File: src/rtl/bcd_stopwatch_mux_pkg.sv
// ---------------------------------------------------------------------------
// bcd_stopwatch_mux_pkg
// Shared definitions for the BCD stopwatch with multiplexed 7-segment output:
//   - sw_state_t : stopwatch control state (IDLE, RUN, STOP)
//   - SEG_0..SEG_9 : active-low segment patterns, bit order g..a
//   - SEG_BLANK  : all segments off
// ---------------------------------------------------------------------------
package bcd_stopwatch_mux_pkg;

    typedef enum logic [1:0] {
        IDLE = 2'd0,
        RUN  = 2'd1,
        STOP = 2'd2
    } sw_state_t;

    localparam logic [6:0] SEG_0     = 7'b1000000;
    localparam logic [6:0] SEG_1     = 7'b1111001;
    localparam logic [6:0] SEG_2     = 7'b0100100;
    localparam logic [6:0] SEG_3     = 7'b0110000;
    localparam logic [6:0] SEG_4     = 7'b0011001;
    localparam logic [6:0] SEG_5     = 7'b0010010;
    localparam logic [6:0] SEG_6     = 7'b0000010;
    localparam logic [6:0] SEG_7     = 7'b1111000;
    localparam logic [6:0] SEG_8     = 7'b0000000;
    localparam logic [6:0] SEG_9     = 7'b0010000;
    localparam logic [6:0] SEG_BLANK = 7'b1111111;

endpackage

File: src/rtl/bcd_stopwatch_mux_seg7_decode.sv
// ---------------------------------------------------------------------------
// seg7_decode
// Combinational BCD to 7-segment decoder, active-low outputs.
// Ports:
//   bcd     in  4  BCD digit (values 10..15 decode to blank)
//   pattern out 7  segment pattern, bit6..0 = g..a, 0 = segment lit
// ---------------------------------------------------------------------------
module seg7_decode
    import bcd_stopwatch_mux_pkg::*;
(
    input  logic [3:0] bcd,
    output logic [6:0] pattern
);

    always_comb begin
        pattern = SEG_BLANK;
        case (bcd)
            4'd0:    pattern = SEG_0;
            4'd1:    pattern = SEG_1;
            4'd2:    pattern = SEG_2;
            4'd3:    pattern = SEG_3;
            4'd4:    pattern = SEG_4;
            4'd5:    pattern = SEG_5;
            4'd6:    pattern = SEG_6;
            4'd7:    pattern = SEG_7;
            4'd8:    pattern = SEG_8;
            4'd9:    pattern = SEG_9;
            default: pattern = SEG_BLANK;
        endcase
    end

endmodule

File: src/rtl/bcd_stopwatch_mux.sv
// ---------------------------------------------------------------------------
// bcd_stopwatch_mux
// Multi-digit BCD stopwatch with run/stop control, lap freeze and a
// time-multiplexed common-anode 7-segment display driver.
// Parameters:
//   NUM_DIGITS  number of BCD digits / anodes (2..8)
//   TICK_DIV    mclk cycles per count increment (>= 2)
//   SCAN_DIV    mclk cycles per display digit advance (>= 2)
//   DP_DIGIT    digit index whose decimal point is lit
// Ports:
//   mclk        in   1           system clock, rising edge
//   rst         in   1           synchronous active-high reset
//   start_stop  in   1           pulse: IDLE->RUN, RUN->STOP, STOP->RUN
//   clear       in   1           pulse: zero count/lap/overflow, go IDLE
//   lap         in   1           pulse: freeze / release the display
//   an          out  NUM_DIGITS  anode enables, active low, one-hot-low
//   seg         out  8           cathodes, active low, bit7 = dp, 6..0 = g..a
//   running     out  1           high while in RUN
//   overflow    out  1           sticky, set on all-9s -> all-0s wrap
// ---------------------------------------------------------------------------
module bcd_stopwatch_mux
    import bcd_stopwatch_mux_pkg::*;
#(
    parameter int NUM_DIGITS = 4,
    parameter int TICK_DIV   = 100000,
    parameter int SCAN_DIV   = 100000,
    parameter int DP_DIGIT   = 3
) (
    input  logic                  mclk,
    input  logic                  rst,
    input  logic                  start_stop,
    input  logic                  clear,
    input  logic                  lap,
    output logic [NUM_DIGITS-1:0] an,
    output logic [7:0]            seg,
    output logic                  running,
    output logic                  overflow
);

    localparam int CNT_W  = NUM_DIGITS * 4;
    localparam int TICK_W = $clog2(TICK_DIV);
    localparam int SCAN_W = $clog2(SCAN_DIV);
    localparam int IDX_W  = $clog2(NUM_DIGITS);

    // Ripple BCD increment; the top bit of the result is the carry out of
    // the most significant digit, i.e. the all-9s wrap.
    function automatic logic [CNT_W:0] bcd_inc(input logic [CNT_W-1:0] v);
        logic [CNT_W-1:0] res;
        logic [3:0]       d;
        logic             carry;
        res   = '0;
        carry = 1'b1;
        for (int i = 0; i < NUM_DIGITS; i++) begin
            d = v[i*4 +: 4];
            if (carry) begin
                if (d == 4'd9) begin
                    d = 4'd0;
                end else begin
                    d     = d + 4'd1;
                    carry = 1'b0;
                end
            end
            res[i*4 +: 4] = d;
        end
        return {carry, res};
    endfunction

    sw_state_t         state;
    logic [TICK_W-1:0] tick_cnt;
    logic              tick;
    logic [CNT_W-1:0]  count;
    logic [CNT_W-1:0]  lap_reg;
    logic              lap_hold;
    logic [CNT_W:0]    count_inc;
    logic [SCAN_W-1:0] scan_cnt;
    logic [IDX_W-1:0]  idx;
    logic [CNT_W-1:0]  disp;
    logic [3:0]        digit_sel;
    logic [6:0]        pattern;

    // The prescaler only advances in RUN, so a stop keeps the partial interval.
    assign tick      = (state == RUN) && (tick_cnt == TICK_W'(TICK_DIV - 1));
    assign count_inc = bcd_inc(count);

    // ---- control / counting stage ----
    always_ff @(posedge mclk) begin
        if (rst) begin
            state    <= IDLE;
            running  <= 1'b0;
            tick_cnt <= '0;
            count    <= '0;
            lap_reg  <= '0;
            lap_hold <= 1'b0;
            overflow <= 1'b0;
        end else if (clear) begin
            // clear outranks start_stop, lap and tick in the same cycle
            state    <= IDLE;
            running  <= 1'b0;
            tick_cnt <= '0;
            count    <= '0;
            lap_reg  <= '0;
            lap_hold <= 1'b0;
            overflow <= 1'b0;
        end else begin
            if (start_stop) begin
                case (state)
                    IDLE, STOP: begin
                        state   <= RUN;
                        running <= 1'b1;
                    end
                    RUN: begin
                        state   <= STOP;
                        running <= 1'b0;
                    end
                    default: begin
                        state   <= IDLE;
                        running <= 1'b0;
                    end
                endcase
            end

            if (state == RUN) begin
                tick_cnt <= tick ? '0 : tick_cnt + TICK_W'(1);
            end

            if (tick) begin
                count <= count_inc[CNT_W-1:0];
                if (count_inc[CNT_W]) begin
                    overflow <= 1'b1;
                end
            end

            // Release works from any state; capture only while running.
            if (lap) begin
                if (lap_hold) begin
                    lap_hold <= 1'b0;
                end else if (state == RUN) begin
                    lap_reg  <= count;
                    lap_hold <= 1'b1;
                end
            end
        end
    end

    // ---- display select ----
    assign disp = lap_hold ? lap_reg : count;

    always_comb begin
        digit_sel = '0;
        for (int i = 0; i < NUM_DIGITS; i++) begin
            if (idx == IDX_W'(i)) begin
                digit_sel = disp[i*4 +: 4];
            end
        end
    end

    seg7_decode u_seg7_decode (
        .bcd     (digit_sel),
        .pattern (pattern)
    );

    // ---- scan / output register stage ----
    // an and seg are registered from idx, so they follow an index change
    // by one cycle.
    always_ff @(posedge mclk) begin
        if (rst) begin
            scan_cnt <= '0;
            idx      <= '0;
            an       <= '1;
            seg      <= 8'hFF;
        end else begin
            if (scan_cnt == SCAN_W'(SCAN_DIV - 1)) begin
                scan_cnt <= '0;
                idx      <= (idx == IDX_W'(NUM_DIGITS - 1)) ? '0 : idx + IDX_W'(1);
            end else begin
                scan_cnt <= scan_cnt + SCAN_W'(1);
            end
            an  <= ~(NUM_DIGITS'(1) << idx);
            seg <= {(idx != IDX_W'(DP_DIGIT)), pattern};
        end
    end

endmodule

File: config.mk
export PLATFORM = sky130hd
export DESIGN_NAME = bcd_stopwatch_mux
export DESIGN_NICKNAME = d
export VERILOG_FILES = /design/src/rtl/bcd_stopwatch_mux_pkg.sv /design/src/rtl/bcd_stopwatch_mux_seg7_decode.sv /design/src/rtl/bcd_stopwatch_mux.sv
export SDC_FILE = /design/constraint.sdc
export NUM_CORES = 1
export LEC_CHECK = 0
export CAP_MARGIN = 5
export CORE_UTILIZATION = 60
export DETAILED_ROUTE_END_ITERATION = 8
export PLACE_DENSITY = 0.88
export SETUP_SLACK_MARGIN = 0.4
export SLEW_MARGIN = 20
export SYNTH_ARGS = -nofsm -noshare
export SYNTH_HDL_FRONTEND = slang
export SYNTH_SLANG_ARGS = --single-unit
File: constraint.sdc
create_clock -name mclk -period 3 [get_ports mclk]
set_input_delay 0.75 -clock mclk [delete_from_list [all_inputs] [get_ports mclk]]
set_output_delay 0.75 -clock mclk [all_outputs]
set_load 0.02 [all_outputs]
==> impl_metrics.ini <==
[run_status]
status = finished clean

[clock_tree]
clockBufferDepth = 2
cts_buffers = 9
cts_tree = yes
cts_max_level = 3
cts_setup_buffers = 0
clock-root-buffer = clkbuf_8
clkTransAtPathRegs_ns = 0.09
clkLatencyLatePin_ns = 0.36
clock-sinks = 84

[synthesis]
async_flop_share = 0
synth_ff_type = dfxtp_1
yosys_warnings = 0
synth_area_per_cell_um2 = 8.57
syn_nets = 478
syn_area_mm2 = 0.00399
seq_area_frac_synth = 0.421
synth_cells = 466
synth_edf_count = 0
ys_ff_latch = 84
synth_cell_types = 59

[worst_setup_path]
crit_type = flip-flop to flip-flop
worstPathRequired_ns = 3.24
crit_arrival_ns = 2.72
start_kind = flip-flop
crit_fanout = 9
end_kind = flip-flop

[final_layout]
nets = 489
final_cell_count_no_fill = 559
syn2layout_area_growth_pct = 10.5
multi_input_comb_area_mm2 = 0.00216
fillers = 465
diodes = 0
final_layout_size_suffix_gt1_frac = 0.0913
regArea_mm2 = 0.00168
reg.largest.list = scan_cnt: 17 flops, tick_cnt: 17 flops

[timing]
finClkSkew_ns = 0.0127
setup_viol = 0
hold_violations = 0
min_period_ns = 2.48
final_max_slew_viol_count = 0
grt_setup_unrepaired = false
period_share = 0.828
tightest_slew_ns = 0.648
fmax_ghz = 0.403
holdWs_ns = 0.459
slew_headroom = 0.568
tns_ns = 0

[routing]
drt_first_iter_violations = 226
drc = 0
drtAntennaViolNets = 0
viasPerCell = 5.84
dr.pass1.iters = 4
wirelength_um = 8370
routed-via-count = 3266
post_drt_wl_per_cell_um = 15.0

[hold_path]
hold_path.class = flip-flop to flip-flop

[die]
core_area_mm2 = 0.00639
die-width_um = 83.6
io_pins = 19
num_rows = 29
die_height_um = 83.6
die-area_mm2 = 0.00698
start_util = 0.625

[global_route]
grt_pass1_wl_um = 14400
antenna_found_initial = 0
globalRouteOverflowTotal = 0
grtUsageTotal = 0.255
grt_max_degree = 27
grt_pass1_vias = 3156

[job]
max-cap-violations = 0

[placed_design]
place_inst = 543
port_buffers = 18
place_congestion = 0.806
dp_hpwl_um = 5710

[pwr]
p_leak_nw = 1.52
powerDensity_mw_per_mm2 = 477
peakVddDrop_mv = 0.345
-- cell usage in the layout (no fill, tap or decap), drive strengths merged, types with 12 or more instances in the layout --
master	Yosys	final
dfxtp	84	84
nor2	65	65
nand2	64	64
a21oi	32	32
xor2	24	24
clkdlybuf4s50	0	18
mux2i	17	17
nand4	14	14
nand3	12	12
xnor2	12	12
-- stage by stage --
step / util / setup WS, ns / power, mW / cell area, um^2
detailed placement: 0.654 / 0.357 / 1.23 / 4180
global placement: 0.654 / 0.529 / 1.22 / 4180
CTS: 0.690 / 0.480 / 2.11 / 4400
global route: 0.690 / 0.395 / 2.17 / 4410
finish: 0.690 / 0.517 / 2.10 / 4410
floorplan: - / 0.740 / 1.20 / 3990
-- area by class of cell --
cell class	count	area share
Clock buffer	10	0.0312
Sequential cell	84	0.381
Tap cell	77	0.0219
Clock inverter	6	0.0199
Timing Repair Buffer	22	0.0477
Inverter	10	0.00851
Multi-Input combinational cell	350	0.490
-- kinds of logic after synthesis --
| family | Yosys count | share of synthesized area |
|---|---|---|
| and+or+nand+nor | 221 | 0.282 |
| DFF | 84 | 0.421 |
| AOI/OAI and AO/OA | 65 | 0.103 |
| xor gates and xnor gates | 36 | 0.0790 |
| buffers and inverters | 32 | 0.0392 |
| muxes | 21 | 0.0539 |
| adders and majority gates | 7 | 0.0219 |
-- cell usage after synthesis (7+ instances only) --
library cell	instances	area share
clkbuf_1	13	0.012
inv_1	10	0.0094
mux2i_1	17	0.043
nand2b_1	8	0.013
nor2b_1	10	0.016
o21ai_0	9	0.011
xnor2_1	12	0.026
ha_1	7	0.022
nor2_1	65	0.061
nor3_1	9	0.011
nand4_1	13	0.020
nand2_1	64	0.060
a21oi_1	32	0.040
xor2_1	24	0.053
nand3_1	12	0.015
dfxtp_1	84	0.42
-- routing by layer --
layer	part of all wire	up-vias	GRT usage
li1	-	1633	-
met1	0.46	1566	0.310
met2	0.49	53	0.441
met3	0.031	14	0.0524
met4	0.017	0	0.100
met5	0	-	0
-- worst max-delay path: stages (launching register included) --
cell,delay (ns)
dfxtp_1,0.64
mux2_2,0.40
a221oi_1,0.39
a221oi_2,0.15
ha_1,0.28
nor4_1,0.42
a31oi_1,0.08
-- path summary, 6_finish.rpt --
kind / from / endpoint / slack, ns / cells after the start
max reg2reg: lap_hold$_SDFFE_PP0P_ / seg[6]$_SDFF_PP1_ / 0.52 / 6
min reg2reg: lap_reg[6]$_SDFFE_PP0P_ / lap_reg[6]$_SDFFE_PP0P_ / 0.46 / 2
min: lap_reg[6]$_SDFFE_PP0P_ / lap_reg[6]$_SDFFE_PP0P_ / 0.46 / 2
max: lap_hold$_SDFFE_PP0P_ / seg[6]$_SDFF_PP1_ / 0.52 / 6
-- power breakdown --
part | switching, mW | internal, mW | total, mW
Combinational | 0.0433 | 0.0264 | 0.0697
Clock | 0.411 | 0.491 | 0.903
Sequential | 0.00765 | 1.12 | 1.13
Total | 0.462 | 1.64 | 2.10
-- repair_timing --
item	in CTS	in global routing
endpoints found under the setup margin	0	2
hold buffers	0	0
gates resized for setup	0	1
No activity file was read; power rests on OpenSTA's default activity.
